$ cat src/rtl/text_line_renderer.sv
// Renders the text line "Count=DDDD" as a 1-bit pixel stream, scanning glyph
// rows top to bottom and fetching each glyph row from an external font ROM.
module text_line_renderer #(
  parameter int BLANK_LZ = 1
) (
  input  logic        clk,
  input  logic        rst,
  input  logic        start,
  input  logic [15:0] digits,
  output logic [4:0]  char_code,
  output logic [2:0]  row,
  input  logic [7:0]  bitmap,
  output logic        pix_valid,
  output logic        pix_data,
  input  logic        pix_ready,
  output logic        line_last,
  output logic        frame_last,
  output logic        busy,
  output logic        done,
  output logic [1:0]  fsm_state
);

  // Stream handshake: a pixel transfers on a rising edge where pix_valid and
  // pix_ready are both 1; while pix_valid=1 and pix_ready=0, pix_data,
  // line_last and frame_last hold, and pix_valid is never withdrawn.

  typedef enum logic [1:0] {
    S_IDLE  = 2'd0,
    S_FETCH = 2'd1,
    S_SHIFT = 2'd2,
    S_DONE  = 2'd3
  } state_t;

  localparam logic [4:0] GLYPH_DASH  = 5'd12;
  localparam logic [4:0] GLYPH_SPACE = 5'd13;
  localparam logic [4:0] GLYPH_C     = 5'd14;

  state_t      state_q, state_d;
  logic [15:0] digits_q, digits_d;
  logic [2:0]  row_q, row_d;
  logic [3:0]  char_q, char_d;
  logic [2:0]  bit_q, bit_d;
  logic [7:0]  shreg_q, shreg_d;

  logic [3:0]  d3, d2, d1, d0;
  logic        blank3, blank2, blank1;
  logic [4:0]  code_c;
  logic        last_bit;
  logic        last_char;
  logic        last_row;

  function automatic logic [4:0] digit_glyph(input logic [3:0] d, input logic blank);
    if (blank) begin
      return GLYPH_SPACE;
    end else if (d <= 4'd9) begin
      return {1'b0, d};
    end else begin
      return GLYPH_DASH;
    end
  endfunction

  assign d3 = digits_q[15:12];
  assign d2 = digits_q[11:8];
  assign d1 = digits_q[7:4];
  assign d0 = digits_q[3:0];

  // Blanking runs from the most significant digit and stops at the first
  // non-zero nibble; a '-' digit is non-zero, so it stops blanking too.
  assign blank3 = (BLANK_LZ != 0) && (d3 == 4'd0);
  assign blank2 = blank3 && (d2 == 4'd0);
  assign blank1 = blank2 && (d1 == 4'd0);

  always_comb begin
    code_c = GLYPH_C;
    case (char_q)
      4'd0, 4'd1, 4'd2, 4'd3, 4'd4, 4'd5: code_c = GLYPH_C + {1'b0, char_q};
      4'd6:    code_c = digit_glyph(d3, blank3);
      4'd7:    code_c = digit_glyph(d2, blank2);
      4'd8:    code_c = digit_glyph(d1, blank1);
      4'd9:    code_c = digit_glyph(d0, 1'b0);
      default: code_c = GLYPH_C;
    endcase
  end

  assign last_bit  = (bit_q == 3'd7);
  assign last_char = (char_q == 4'd9);
  assign last_row  = (row_q == 3'd7);

  always_ff @(posedge clk) begin
    if (rst) begin
      state_q  <= S_IDLE;
      digits_q <= '0;
      row_q    <= '0;
      char_q   <= '0;
      bit_q    <= '0;
      shreg_q  <= '0;
    end else begin
      state_q  <= state_d;
      digits_q <= digits_d;
      row_q    <= row_d;
      char_q   <= char_d;
      bit_q    <= bit_d;
      shreg_q  <= shreg_d;
    end
  end

  always_comb begin
    state_d  = state_q;
    digits_d = digits_q;
    row_d    = row_q;
    char_d   = char_q;
    bit_d    = bit_q;
    shreg_d  = shreg_q;
    case (state_q)
      S_IDLE: begin
        if (start) begin
          digits_d = digits;
          row_d    = 3'd0;
          char_d   = 4'd0;
          state_d  = S_FETCH;
        end
      end
      S_FETCH: begin
        shreg_d = bitmap;
        bit_d   = 3'd0;
        state_d = S_SHIFT;
      end
      S_SHIFT: begin
        if (pix_ready) begin
          shreg_d = {shreg_q[6:0], 1'b0};
          bit_d   = bit_q + 3'd1;
          if (last_bit) begin
            if (!last_char) begin
              char_d  = char_q + 4'd1;
              state_d = S_FETCH;
            end else if (!last_row) begin
              char_d  = 4'd0;
              row_d   = row_q + 3'd1;
              state_d = S_FETCH;
            end else begin
              state_d = S_DONE;
            end
          end
        end
      end
      S_DONE: begin
        state_d = S_IDLE;
      end
      default: begin
        state_d = S_IDLE;
      end
    endcase
  end

  // Flags are pure functions of registered state, so they cannot move
  // while a pixel is stalled waiting for pix_ready.
  assign char_code  = code_c;
  assign row        = row_q;
  assign pix_valid  = (state_q == S_SHIFT);
  assign pix_data   = pix_valid && shreg_q[7];
  assign line_last  = pix_valid && last_bit && last_char;
  assign frame_last = line_last && last_row;
  assign busy       = (state_q != S_IDLE);
  assign done       = (state_q == S_DONE);
  assign fsm_state  = state_q;

endmodule

$ cat config.mk
export PLATFORM = sky130hd
export DESIGN_NAME = text_line_renderer
export DESIGN_NICKNAME = d
export VERILOG_FILES = /design/src/rtl/text_line_renderer.sv
export SDC_FILE = /design/constraint.sdc
export NUM_CORES = 1
export LEC_CHECK = 0
export CAP_MARGIN = 5
export CELL_PAD_IN_SITES_DETAIL_PLACEMENT = 1
export CELL_PAD_IN_SITES_GLOBAL_PLACEMENT = 1
export CORE_ASPECT_RATIO = 1.5
export CORE_UTILIZATION = 32
export DETAILED_ROUTE_END_ITERATION = 10
export MAX_ROUTING_LAYER = met4
export PLACE_DENSITY = 0.85
export SKIP_CTS_REPAIR_TIMING = 1
export SKIP_LAST_GASP = 1
export SLEW_MARGIN = 25
export SYNTH_ARGS = -nofsm -noshare
export SYNTH_HDL_FRONTEND = slang
export SYNTH_SLANG_ARGS = --single-unit
$ cat constraint.sdc
create_clock -name clk -period 1.85 [get_ports clk]
set_input_delay 0.37 -clock clk [delete_from_list [all_inputs] [get_ports clk]]
set_output_delay 0.37 -clock clk [all_outputs]
set_load 0.03 [all_outputs]
==> results.json, run 1 <==
{
  "cts.clk_slew.worst_paths_ps": 80,
  "syn_area_sq_um": 1970,
  "synth_xor_area_share_pct": 0.444,
  "synth-compound-area-share_pct": 23.4,
  "drv_slew": 0,
  "ys.flop_type": "dfxtp_1",
  "hold_viol_final": 0,
  "vias_per_cell": 5.49,
  "p_leak_nw": 1.27,
  "crit_fanout": 6,
  "status": "finished, violations left",
  "grt_pass1_vias": 2332,
  "clock_skew_ps": 7.54,
  "nets": 373,
  "end_kind": "output pin",
  "synth.largest_area_cell": "dfxtp_1",
  "drtIter0Drc": 94,
  "ant_nets": 0,
  "ys_ff_latch": 36,
  "endpoint": "char_code[2]",
  "fp.dieW_microns": 66.1,
  "synth_mux_area_share_pct": 1.52,
  "clkLatencyLatePin_ps": 290,
  "wl_mm": 6.80,
  "synth_edf_count": 0,
  "syn_inst": 263,
  "finalCritPeriodShare_pct": 119,
  "max_freq_mhz": 455,
  "place_congestion": 0.856,
  "drive_gt1_share_pct": 25.4,
  "cts.sinks": 36,
  "synth_warnings": 0,
  "cts_buffers": 5,
  "antenna_cells": 0,
  "drc": 0,
  "cp.arrival_ps": 1830,
  "grt_max_degree": 37,
  "slew_headroom_pct": 76.3,
  "violations": "setup timing",
  "synthAdderAreaFrac_pct": 3.81,
  "io_buffers": 43,
  "setup_viol": 4,
  "dr.pass1.iters": 4,
  "cts-root-buf": "clkbuf_8",
  "core_sq_um": 5870,
  "yosysUniqueCellTypes": 47,
  "syn_to_final_growth_pct": 51.7,
  "pre_cts_ws_ps": -286,
  "vias": 2258,
  "rows": 34,
  "rr_worst_depth": 7,
  "cts_tree": "yes",
  "htree_levels": 2,
  "wl_per_cell_microns": 16.6,
  "ioPinCount": 44,
  "yosys-top-cells-area": "dfxtp_1 37%, nand2_1 11%, a21oi_1 7.4%",
  "vdd_ir_drop_max_uv": 476,
  "rrSetupSlack_ps": 30,
  "avgSynthCellArea_sq_um": 7.49,
  "synth_top_family_by_area": "simple AND/OR/NAND/NOR gates",
  "drv_cap": 0,
  "critical_path_class": "flip-flop to output pin",
  "final_util_pct": 50.9,
  "r2r_start": "bit_q[1]",
  "power_density_nw_per_um2": 608,
  "ys_seq_area_share_pct": 36.6,
  "die_h_microns": 98.1,
  "setup_slack_ps": -347,
  "tightest_slew_ps": 351,
  "synth.top_cell.area_share_pct": 36.6,
  "track_usage_pct": 21.5,
  "antenna_found_initial": 0,
  "synth_nets": 297,
  "min_period_ps": 2200,
  "hp-class": "flip-flop to flip-flop",
  "grt_pass1_wl_mm": 10.5,
  "startpoint_type": "flip-flop",
  "async_flop_share_pct": 0,
  "worstReg2RegEnd": "row[0]",
  "start_util_pct": 33.6,
  "clock_path_buffers": 2,
  "synth-simple-area-share_pct": 29.0,
  "required_ps": 1480,
  "grt_overflow": 0,
  "dieArea_sq_um": 6480,
  "rsz0062_at_grt": "yes",
  "hpwl_mm": 4.73,
  "worstSetupStartpoint": "digits_q[13]"
}
[layout make-up]
| type | count | area [sq um] |
|---|---|---|
| clock buffer | 6 | 72.6 |
| clock inverter | 1 | 5.00 |
| fill | 718 | 2880 |
| inverter | 7 | 26.3 |
| multi-input combinational | 203 | 1280 |
| sequential | 36 | 727 |
| tap | 72 | 90.1 |
| timing repair buffer | 86 | 791 |
[routing by layer]
| layer | GRT usage, % | wire, microns | vias up |
|---|---|---|---|
| met5 | - | 0 | - |
| met4 | 10.1 | 282 | 0 |
| met3 | 2.57 | 237 | 23 |
| met2 | 40.7 | 3860 | 55 |
| met1 | 20.6 | 2430 | 1099 |
| li1 | - | - | 1081 |
[power by group]
part           total (mW)  internal, mW  switching, mW
Clock               0.541         0.256          0.284
Combinational       0.424         0.203          0.221
Sequential          0.852         0.821         0.0315
[cells in the final DEF (no fill, tap or decap), types with 2 or more instances in the layout]
| cell | n |
|---|---|
| and2_4 | 2 |
| dfxtp_2 | 5 |
| nor4_1 | 2 |
| ha_1 | 4 |
| nand2_1 | 59 |
| nand2b_1 | 3 |
| a21oi_2 | 2 |
| nand3_2 | 2 |
| nor2_1 | 19 |
| inv_1 | 7 |
| buf_6 | 6 |
| dlymetal6s2s_1 | 6 |
| or3b_4 | 2 |
| a22oi_1 | 3 |
| and2_1 | 2 |
| ha_4 | 2 |
| mux2i_1 | 3 |
| or4_1 | 2 |
| a21oi_1 | 27 |
| o22ai_1 | 2 |
| clkbuf_8 | 5 |
| a311oi_1 | 7 |
| o21ai_0 | 13 |
| nand3b_1 | 2 |
| nor3_1 | 3 |
| buf_4 | 41 |
| clkdlybuf4s50_1 | 30 |
| nand4_1 | 4 |
| o21ai_1 | 3 |
| dfxtp_1 | 31 |
| nand3_1 | 2 |
| or3_1 | 2 |
| a21o_1 | 4 |
[Yosys cell counts, types with 2 or more instances]
| cell type | n |
|---|---|
| a21o_1 | 4 |
| o21ai_0 | 15 |
| inv_1 | 7 |
| nand3b_1 | 2 |
| or4_1 | 3 |
| nand2b_1 | 3 |
| mux2i_1 | 3 |
| nor4_1 | 3 |
| nor3_1 | 4 |
| or3_1 | 2 |
| nor3b_1 | 2 |
| clkbuf_1 | 12 |
| buf_2 | 4 |
| nand2_1 | 60 |
| o22ai_1 | 2 |
| nand4_1 | 4 |
| nand3_1 | 4 |
| dfxtp_1 | 36 |
| and2_1 | 4 |
| nor2_1 | 20 |
| a32oi_1 | 2 |
| a311oi_1 | 7 |
| ha_1 | 6 |
| a21oi_1 | 29 |
| a22oi_1 | 3 |
[through the flow]
step           setup TNS, ps  instance area, sq um  instances  hold slack (ps)  total power, mW
3_3_place_gp            -876                  2750        402              460             1.25
6_report               -1110                  2990        411              484             1.82
5_1_grt                -1410                  2990        411              508             1.91
4_1_cts                -3510                  2830        409              487             1.82
3_5_place_dp           -1350                  2750        402              474             1.27
2_1_floorplan          -51.1                  2010        263              437             1.09
[registers in the layout, summed over array words and instances, names as in the netlist]
| name | cells |
|---|---|
| row | 3 |
| digits_q | 16 |
| bit_q | 3 |
| fsm_state | 2 |
| char_q | 4 |
| shreg_q | 8 |
[cell families (layout without fill, tap and decap cells)]
kind of cell,after synthesis,after routing
compound gates,73,73
xor+xnor,1,1
fa+ha+maj,6,6
buf+inv,24,100
flops,36,36
mux,3,3
simple gates,120,120
[worst max-delay path, cell delays in order (launching register included)]
cell and delay (ps):
dfxtp_1 310, or4_4 590, nor4_4 290, o21ai_1 100, nand4_1 100, buf_6 140
[worst min-delay path by stage]
| stage | start | to | slack (ps) | depth (start not counted) |
|---|---|---|---|---|
| global route | digits_q[0] | digits_q[0] | 510 | 2 |
| detailed placement | shreg_q[0] | shreg_q[1] | 470 | 2 |
| CTS | shreg_q[0] | shreg_q[1] | 490 | 2 |
| global placement | shreg_q[4] | shreg_q[5] | 460 | 2 |
| floorplan | digits_q[0] | digits_q[0] | 440 | 2 |
| finish | shreg_q[4] | shreg_q[5] | 480 | 2 |
(Power assumes the default switching activity.)
==> run 2: changes to the inputs <==
Settings changed: CELL_PAD_IN_SITES_DETAIL_PLACEMENT 1 to 2, CELL_PAD_IN_SITES_GLOBAL_PLACEMENT 1 to 2, CORE_UTILIZATION 32 to 28, PLACE_DENSITY 0.85 to 0.89.
Clock period 1.85 ns to 2.3 ns, I/O delays scaled along.
==> results.json, run 2 (synthesis results as in run 1) <==
{
  "status": "finished, violations left",
  "violations": "DRC, setup timing",
  "p_sw_uw": 436,
  "cts.sinks": 36,
  "hp-class": "flip-flop to flip-flop",
  "finalInstanceArea_sq_um": 2690,
  "cts-root-buf": "clkbuf_8",
  "r2r_start": "bit_q[0]",
  "start_util_pct": 28.8,
  "max_freq_mhz": 434,
  "drive_gt1_share_pct": 15.7,
  "largest_reg_flops": 16,
  "dieArea_sq_um": 7380,
  "grt_overflow": 0,
  "grt_max_degree": 37,
  "vdd_ir_drop_max_uv": 390,
  "pre_cts_ws_ps": 18.1,
  "cts_tree": "yes",
  "vias_per_cell": 5.43,
  "hpwl_mm": 4.93,
  "crit_fanout": 6,
  "hold_viol_final": 0,
  "nFillCells": 800,
  "placed_cell_area_sq_um": 2510,
  "rsz0062_at_grt": "yes",
  "clkPwrFrac_pct": 30.2,
  "clock_skew_ps": 6.49,
  "required_ps": 1840,
  "wl_met1_mm": 2.46,
  "ant_nets": 0,
  "multi_input_area_sq_um": 1210,
  "dr.pass1.iters": 7,
  "min_period_ps": 2310,
  "cts_buffers": 5,
  "drv_slew": 0,
  "syn_to_final_growth_pct": 36.6,
  "drtIter0Drc": 67,
  "wl_met3_microns": 165,
  "nets": 347,
  "track_usage_pct": 19.9,
  "setup_slack_ps": -5.68,
  "finalCritPeriodShare_pct": 100,
  "internal_power_mw": 1.02,
  "p_leak_nw": 1.03,
  "power_switching_share_pct": 30.0,
  "met2_wirelength_mm": 4.08,
  "end_kind": "output pin",
  "wl_mm": 6.82,
  "regMostFlops": "digits_q",
  "vias": 2124,
  "htree_levels": 2,
  "tightest_slew_ps": 410,
  "cp.arrival_ps": 1850,
  "clock_path_buffers": 2,
  "pwr-share-seq_pct": 48.0,
  "worstSetupStartpoint": "digits_q[13]",
  "power_density_nw_per_um2": 539,
  "wl_per_cell_microns": 17.4,
  "die_h_microns": 105,
  "place_congestion": 0.782,
  "startpoint_type": "flip-flop",
  "fp.dieW_microns": 70.5,
  "slew_headroom_pct": 72.6,
  "io_buffers": 43,
  "cts.clk_slew.worst_paths_ps": 70,
  "drc": 4,
  "rows": 37,
  "critical_path_class": "flip-flop to output pin",
  "core_sq_um": 6850,
  "pwr-share-comb_pct": 21.8,
  "top_layer": "met4",
  "layout_common_cells": "60 x nand2_1, 36 x clkdlybuf4s50_1, 32 x dfxtp_1, 28 x a21oi_1, 20 x buf_4",
  "regArea_sq_um": 728,
  "final_common_cell": "nand2_1",
  "antenna_cells": 0,
  "drv_cap": 0,
  "hp-start": "digits_q[0]",
  "clkLatencyLatePin_ps": 290,
  "grt_pass1_vias": 2361,
  "ioPinCount": 44,
  "antenna_found_initial": 0,
  "setup_viol": 1,
  "reg_top3": "digits_q: 16 flops, shreg_q: 8 flops, char_q: 4 flops",
  "grt_pass1_wl_mm": 11.0
}
==> run 2: metal layers <==
metal	up-vias	GRT usage, %
met1	1049	18.1
li1	1031	-
met5	-	-
met2	34	40.6
met4	0	6.71
met3	10	2.60
==> run 2: final cells by class <==
type                            count  area share (%)
Clock inverter                      1           0.186
Inverter                            7           0.976
Clock buffer                        6            2.70
Multi-Input combinational cell    203            44.8
Timing Repair Buffer               60            20.6
Tap cell                           78            3.62
Sequential cell                    36            27.0
==> run 2: through the flow <==
step	TNS [ps]	cells	hold slack, ps	util, %	total power, mW
final	-5.68	391	467	39.3	1.45
after global routing	-179	391	506	39.3	1.52
after CTS	-784	388	473	37.8	1.43
after detailed placement	0	381	462	36.6	0.997
after global placement	0	381	459	36.6	0.980
after floorplan	0	263	437	-	0.867
==> run 2: critical path, stage by stage (launching register included) <==
cell     delay [ps]
dfxtp_4         360
or4_4           590
o41ai_2         250
nand2_1         100
nand4_1         120
buf_6           140
==> run 2: power groups by stage <==
stage	Sequential, mW	Combinational [mW]	Clock (mW)
6_report	0.697	0.317	0.439
3_3_place_gp	0.707	0.273	0
2_1_floorplan	0.704	0.163	0
5_1_grt	0.703	0.346	0.473
4_1_cts	0.695	0.292	0.448
3_5_place_dp	0.709	0.288	0
==> run 2: worst paths after layout <==
kind | end | slack, ps | depth (start not counted)
setup reg to reg | row[0] | 440 | 6
hold reg to reg | digits_q[0] | 470 | 2
hold / removal | digits_q[0] | 470 | 2
setup / recovery | char_code[2] | -6 | 5
